<file path="config.mk">
export PLATFORM = sky130hd
export DESIGN_NAME = single_cycle_mem_arbiter
export DESIGN_NICKNAME = d
export VERILOG_FILES = /design/src/rtl/single_cycle_mem_pkg.sv /design/src/rtl/single_cycle_arb_prio.sv /design/src/rtl/single_cycle_mem_arbiter.sv
export SDC_FILE = /design/constraint.sdc
export NUM_CORES = 1
export LEC_CHECK = 0
export BUFFER_PORTS_ARGS = -buffer_cell sky130_fd_sc_hd__buf_2
export CORE_AREA = 2 2 108 110
export CTS_BUF_LIST = sky130_fd_sc_hd__clkbuf_16
export DETAILED_ROUTE_END_ITERATION = 10
export DIE_AREA = 0 0 110 112
export PLACE_DENSITY = 0.58
export SYNTH_ARGS = -nofsm -noshare
export SYNTH_HDL_FRONTEND = slang
export SYNTH_SLANG_ARGS = --single-unit
</file>
<file path="constraint.sdc">
create_clock -name clk -period 1.85 [get_ports clk]
set_clock_uncertainty 0.15 [all_clocks]
set_input_delay 0.185 -clock clk [delete_from_list [all_inputs] [get_ports clk]]
set_output_delay 0.185 -clock clk [all_outputs]
set_load 0.02 [all_outputs]
</file>
<file path="src/rtl/single_cycle_mem_pkg.sv">
// Shared types and constants for the single-outstanding memory bus arbiter.
package single_cycle_mem_pkg;

  typedef enum logic [1:0] {IDLE, WAIT_I, WAIT_D} arb_state_e;
  typedef enum logic {OWN_I, OWN_D} arb_owner_e;

  // Wide enough for DATA_W up to 512; users slice the low BE_W bits.
  localparam logic [63:0] BE_ALL = '1;

endpackage

</file>
<file path="src/rtl/single_cycle_arb_prio.sv">
// Owner select: data wins unless fetch is pending and has hit the starvation limit.
module single_cycle_arb_prio
  import single_cycle_mem_pkg::*;
(
  input  logic       if_req,
  input  logic       d_req,
  input  logic       starved,
  output arb_owner_e owner,
  output logic       any_req
);

  assign owner   = (d_req && !(if_req && starved)) ? OWN_D : OWN_I;
  assign any_req = if_req | d_req;

endmodule

</file>
<file path="src/rtl/single_cycle_mem_arbiter.sv">
// Shares one memory bus between fetch and load/store ports, one transaction in flight,
// data priority with a saturating starvation counter that forces a fetch grant.
module single_cycle_mem_arbiter
  import single_cycle_mem_pkg::*;
#(
  parameter int ADDR_W       = 32,
  parameter int DATA_W       = 32,
  parameter int STARVE_LIMIT = 4,
  localparam int BE_W        = DATA_W / 8
) (
  input  logic              clk,
  input  logic              rst,
  input  logic              if_req,
  input  logic [ADDR_W-1:0] if_addr,
  output logic              if_gnt,
  output logic              if_rvalid,
  output logic [DATA_W-1:0] if_rdata,
  input  logic              d_req,
  input  logic              d_we,
  input  logic [BE_W-1:0]   d_be,
  input  logic [ADDR_W-1:0] d_addr,
  input  logic [DATA_W-1:0] d_wdata,
  output logic              d_gnt,
  output logic              d_rvalid,
  output logic [DATA_W-1:0] d_rdata,
  output logic              bus_req,
  output logic              bus_we,
  output logic [BE_W-1:0]   bus_be,
  output logic [ADDR_W-1:0] bus_addr,
  output logic [DATA_W-1:0] bus_wdata,
  input  logic              bus_gnt,
  input  logic              bus_rvalid,
  input  logic [DATA_W-1:0] bus_rdata,
  output logic              busy
);

  localparam int             CNT_W   = $clog2(STARVE_LIMIT + 1);
  localparam logic [CNT_W-1:0] CNT_MAX = CNT_W'(STARVE_LIMIT);

  arb_state_e       state, state_nxt;
  arb_owner_e       owner;
  logic             any_req;
  logic [CNT_W-1:0] starve_cnt;
  logic             starved;

  assign starved = (starve_cnt == CNT_MAX);

  single_cycle_arb_prio u_prio (
    .if_req  (if_req),
    .d_req   (d_req),
    .starved (starved),
    .owner   (owner),
    .any_req (any_req)
  );

  // NOTE: state lives in flops with async reset and non-blocking updates only.
  always_ff @(posedge clk or negedge rst) begin
    if (!rst) state <= IDLE;
    else      state <= state_nxt;
  end

  always_comb begin
    state_nxt = state;
    unique case (state)
      IDLE:           if (if_gnt)     state_nxt = WAIT_I;
                      else if (d_gnt) state_nxt = WAIT_D;
      WAIT_I, WAIT_D: if (bus_rvalid) state_nxt = IDLE;
      default:        state_nxt = IDLE;
    endcase
  end

  // NOTE: every output gets a default first so no path through the case infers a latch.
  always_comb begin
    if_gnt    = 1'b0;
    if_rvalid = 1'b0;
    if_rdata  = '0;
    d_gnt     = 1'b0;
    d_rvalid  = 1'b0;
    d_rdata   = '0;
    bus_req   = 1'b0;
    bus_we    = 1'b0;
    bus_be    = '0;
    bus_addr  = '0;
    bus_wdata = '0;
    busy      = 1'b0;
    // The bus payload is combinational from the request ports, so it is gated during reset.
    if (rst) begin
      busy = (state != IDLE);
      unique case (state)
        IDLE: if (any_req) begin
          bus_req = 1'b1;
          if (owner == OWN_D) begin
            bus_we    = d_we;
            bus_be    = d_be;
            bus_addr  = d_addr;
            bus_wdata = d_wdata;
            d_gnt     = bus_gnt;
          end else begin
            bus_be   = BE_ALL[BE_W-1:0];
            bus_addr = if_addr;
            if_gnt   = bus_gnt;
          end
        end
        WAIT_I: if (bus_rvalid) begin
          if_rvalid = 1'b1;
          if_rdata  = bus_rdata;
        end
        WAIT_D: if (bus_rvalid) begin
          d_rvalid = 1'b1;
          d_rdata  = bus_rdata;
        end
        default: ;
      endcase
    end
  end

  // Counts data grants that bypassed a waiting fetch; saturates at the limit.
  always_ff @(posedge clk or negedge rst) begin
    if (!rst)                        starve_cnt <= '0;
    else if (!if_req || if_gnt)      starve_cnt <= '0;
    else if (d_gnt && !starved)      starve_cnt <= starve_cnt + CNT_W'(1);
  end

endmodule

</file>
**After elaboration in Yosys (flattened, before gate mapping)**

Index checks and enable logic that the tools add are counted.

- Flip-flop bits (word level): 5
- Output and inout port bits: 139
- Word-level logic and storage cells: 66

- Add/subtract/negate cells: 1
- Equality and inequality tests: 5
- Multiplexer cells: 45
- Bitwise logic cells: 1
- Reduce and logical (&&, ||, !) cells: 12

Operators by type and width:

| kind | number |
|---|---|
| $mux W32 | 13 |
| $mux W1 | 22 |
| $mux W4 | 4 |
| $mux W2 | 3 |
| $mux W3 | 2 |
| $pmux W2 S2 | 1 |
| $reduce_bool A2 Y1 | 2 |
| $add A3 B1 Y3 const B | 1 |
| $eq A3 B3 Y1 const B | 1 |
| $logic_and A1 B1 Y1 | 3 |
| $logic_not A1 Y1 | 3 |
| $ne A3 B3 Y1 const B | 1 |
| $eq A2 B1 Y1 const B | 1 |
| $eq A2 B2 Y1 const B | 1 |
| $logic_not A2 Y1 | 1 |
| $ne A2 B2 Y1 const B | 1 |
| $reduce_and A2 Y1 | 1 |
| $reduce_or A2 Y1 | 1 |
| $logic_or A1 B1 Y1 | 1 |
| $or A1 B1 Y1 | 1 |

**Longest topological paths before layout**

- Depth in word-level cells: 12
- Gate-level depth with buffers: 7
- Depth with buffers taken out: 6

**Modules after synthesis**

A second synthesis with hierarchy kept.

- Cells, all modules: 232
- Area total of the unflattened synthesis: 1564.0 µm²

Modules (own cells, without submodules):

| module | instances | cells an instance | area each (µm²) |
|---|---|---|---|
| single_cycle_mem_arbiter | 1 | 230 | 1550.2 |
| single_cycle_arb_prio | 1 | 2 | 13.8 |

**Worst setup path before layout**

No wires, ideal clock.

- Kind: reg-to-output
- From: register state[0]
- To: output port bus_addr[11]
- Arrival: 1.607 ns
- Data required time: 1.515 ns
- Setup slack: -0.092 ns
- Stages on the path, launching flop included: 8
- Cell sequence: dfrtp_1 > inv_1 > ha_1 > nand2_2 > or2_1 > buf_6 > buf_6 > a21oi_1

- Word-level cells in the longest chain between the ends: 3

RTL lines:

| element | line | text |
|---|---|---|
| start, declared | single_cycle_mem_arbiter.sv:40 | `arb_state_e state, state_nxt;` |
| start signal, assigned | single_cycle_mem_arbiter.sv:59 | `else state <= state_nxt;` |
| $logic_not A2 Y1 | single_cycle_mem_arbiter.sv:89 | `unique case (state)` |
| $mux W32 | single_cycle_mem_arbiter.sv:89 |  |
| $mux W32 | single_cycle_mem_arbiter.sv:87 | `if (rst) begin` |
| end, declared | single_cycle_mem_arbiter.sv:29 | `output logic [ADDR_W-1:0] bus_addr,` |

Every way passes these cells.

**Worst setup path after layout**

- From: register state[1]
- To: output port bus_be[2]

- Word-level cells in the longest chain between the ends: 3

RTL lines:

| element | line | text |
|---|---|---|
| $logic_not A2 Y1 | single_cycle_mem_arbiter.sv:89 |  |
| $mux W4 | single_cycle_mem_arbiter.sv:89 |  |
| $mux W4 | single_cycle_mem_arbiter.sv:87 |  |
| end, declared | single_cycle_mem_arbiter.sv:28 | `output logic [BE_W-1:0] bus_be,` |

Every way passes these cells.

==> results.json <==
{
  "status": "complete, but fails checks",
  "violations": "setup timing",
  "synthTopCellsByArea": "and2_1 (23%), and2_2 (14%), nand3_1 (10%), a21oi_1 (8.2%), o21ai_0 (8.2%)",
  "die_x_um": 110,
  "final_util_pct": 40.79,
  "synth_seq_area_share_pct": 7.092,
  "slew_headroom_pct": 77.17,
  "crit_arrival_ns": 1.70,
  "synth_top_area_cell": "and2_1",
  "syn_area_um2": 1764,
  "wl_um": 11620,
  "synthCells": 273,
  "tightest_slew_ns": 0.3425,
  "yosys-top-cells-count": "and2_1 (65), nand3_1 (36), and2_2 (32), a21oi_1 (29), o21ai_0 (29)",
  "ys_types": 33,
  "critPathMaxFanout": 5,
  "synth.most_common_cell": "and2_1",
  "hold_path_class": "in -> async",
  "cts.path.max_buffers": 2,
  "p_leak_nw": 2.339,
  "gr-total-overflow": 0,
  "antenna_found_initial": 2,
  "cp-start-kind": "flip-flop",
  "die_y_um": 112,
  "sw_frac_of_total_pct": 44.63,
  "final.min_clock_period_ns": 2.031,
  "port_buffers": 277,
  "grt_pass1_vias": 2914,
  "placed_cell_area_um2": 3392,
  "synth-seq-cells": 5,
  "grt_pass1_wl_um": 15660,
  "cts_max_level": 1,
  "drive_gt1_share_pct": 75.68,
  "yosys_warnings": 0,
  "async_reset_ff_share_pct": 100.0,
  "seqPwrFrac_pct": 5.0,
  "rsz0062_at_grt": "true",
  "synth_top_area_share_pct": 23.05,
  "ant_nets": 0,
  "required_ns": 1.51,
  "worstSetupPathType": "reg -> out",
  "max-vdd-ir-drop_uv": 297.0,
  "grt_max_degree": 34,
  "internal_power_w": 0.001605,
  "num_vias": 3110,
  "vias_per_cell": 4.449,
  "drc_errors": 0,
  "drtIter0Drc": 142,
  "numCtsBuffers": 3,
  "core_area_um2": 11170,
  "combPwrFrac_pct": 82.7,
  "synth_area_per_cell_um2": 6.462,
  "layout.nets": 700,
  "synth_edf_count": 0,
  "grt_use_total_pct": 16.55,
  "clockPowerShare_pct": 12.3,
  "clock_latency_ns": 0.23,
  "dieArea_um2": 12320,
  "area_growth_pct": 158.4,
  "syn_nets": 417,
  "rows": 39,
  "start_util_pct": 15.79,
  "root_buffer": "clkbuf_16",
  "cellPowerDensity_nw_per_um2": 635.8,
  "gp_congestion": 0.7830,
  "worst_slack_ns": -0.1808,
  "end_kind": "output pin",
  "hold_violations": 0,
  "p_switching_w": 0.001293,
  "clkTransAtPathRegs_ns": 0.03,
  "slew_viol_final": 0,
  "io_pins": 278,
  "wl_per_cell_um": 16.63,
  "setup_viol": 134,
  "fmax_ghz": 0.4924,
  "ys.flop_type": "dfrtp_1",
  "fin_area_um2": 4558,
  "drv_cap": 0,
  "num-fill-cells": 1152,
  "cts_tree": "built",
  "dpl.hpwl_um": 8694,
  "period_share_pct": 109.8,
  "dr.pass1.iters": 4,
  "cts_sinks": 5
}
-- power by group through the flow --
stage | Sequential, W | Clock [W] | Combinational (W)
floorplan | 0.000144 | 0 | 0.00103
CTS | 0.000144 | 0.000363 | 0.00222
global route | 0.000146 | 0.000374 | 0.00255
detailed placement | 0.000142 | 0 | 0.00165
global placement | 0.000141 | 0 | 0.00165
finish | 0.000143 | 0.000357 | 0.00240
-- sequential cells by signal (all words and copies together) (netlist names) --
name / cells
starve_cnt: 3
state: 2
-- through the flow --
stage	setup TNS (ns)	hold WS, ns	instances	power (W)	setup slack [ns]
finish	-12.68	0.03371	699	0.002898	-0.1808
global route	-21.55	0.07468	699	0.003068	-0.2654
CTS	-14.19	0.1332	696	0.002727	-0.1802
detailed placement	-1.624	-0.1504	684	0.001787	-0.1161
global placement	-0.3502	-0.1504	684	0.001792	-0.1036
floorplan	-2.211	-0.2606	273	0.001174	-0.09214
-- path summary, 6_finish.rpt --
path,slack (ns),cells past startpoint,endpoint,startpoint
max,-0.18,8,bus_be[2],state[1]
min,0.03,3,state[0],rst
max reg2reg,0.09,7,state[1],starve_cnt[0]
min reg2reg,0.48,2,starve_cnt[2],starve_cnt[2]
max in group asynchronous,1.00,3,state[1],rst
min in group clk,0.13,2,starve_cnt[0],if_req
-- worst max-delay path, cell delays in order, from the launching register on --
cell and delay [ns]:
dfrtp_1 0.37, inv_2 0.09, ha_4 0.15, nand2_4 0.05, or2_4 0.32, buf_12 0.18
clkinv_8 0.05, o21a_1 0.13, buf_6 0.12
-- cell families (layout without fill, tap and decap cells) --
logic type,count (synthesis),count (layout),synth area share [%]
AO/OA/AOI/OAI,77,77,24.04
flip-flops,5,5,7.092
other,0,1,0
AND/OR/NAND/NOR,153,153,54.33
adder cells (fa/ha/maj),5,5,3.546
buffers and inverters,33,315,10.99
-- cells in the final DEF (no fill, tap or decap), types with 4 or more instances in the layout --
cell type / count
nand3_1: 34
a21boi_0: 4
a21oi_2: 26
inv_2: 4
o21a_1: 4
buf_2: 171
and2_1: 32
buf_12: 7
a21oi_4: 5
o21ai_1: 16
and2_2: 30
o21ai_0: 18
and2_4: 35
clkbuf_16: 4
dfrtp_1: 5
buf_4: 33
buf_6: 85
buf_16: 5
-- per-layer routing --
metal	track usage, %	vias up	wire (um)
met5	0	-	0
met1	18.83	1429	4233
li1	-	1491	-
met4	2.869	0	136
met3	2.283	13	979
met2	32.11	177	6272
-- area by class of cell --
| cell class | instances | area (um2) | area share, % |
|---|---|---|---|
| timing repair buffer | 305 | 2401 | 52.68 |
| multi-input combinational | 235 | 1737 | 38.10 |
| tap | 143 | 178.9 | 3.925 |
| sequential | 5 | 125.1 | 2.745 |
| clock buffer | 3 | 75.07 | 1.647 |
| inverter | 6 | 35.03 | 0.7686 |
| clock inverter | 1 | 3.754 | 0.08235 |
| antenna | 1 | 2.502 | 0.05490 |
-- timing repair --
| item | CTS | global route |
|---|---|---|
| pin swaps | 7 | 13 |
| resized for setup | 204 | 94 |
| endpoints found under the setup margin | 135 | 138 |
| hold buffers | 1 | 1 |
| buffers inserted | 2 | 0 |
| endpoints found under the hold margin | 5 | 1 |
| cloned | 5 | 1 |
Power figures use the tool's default switching activity.
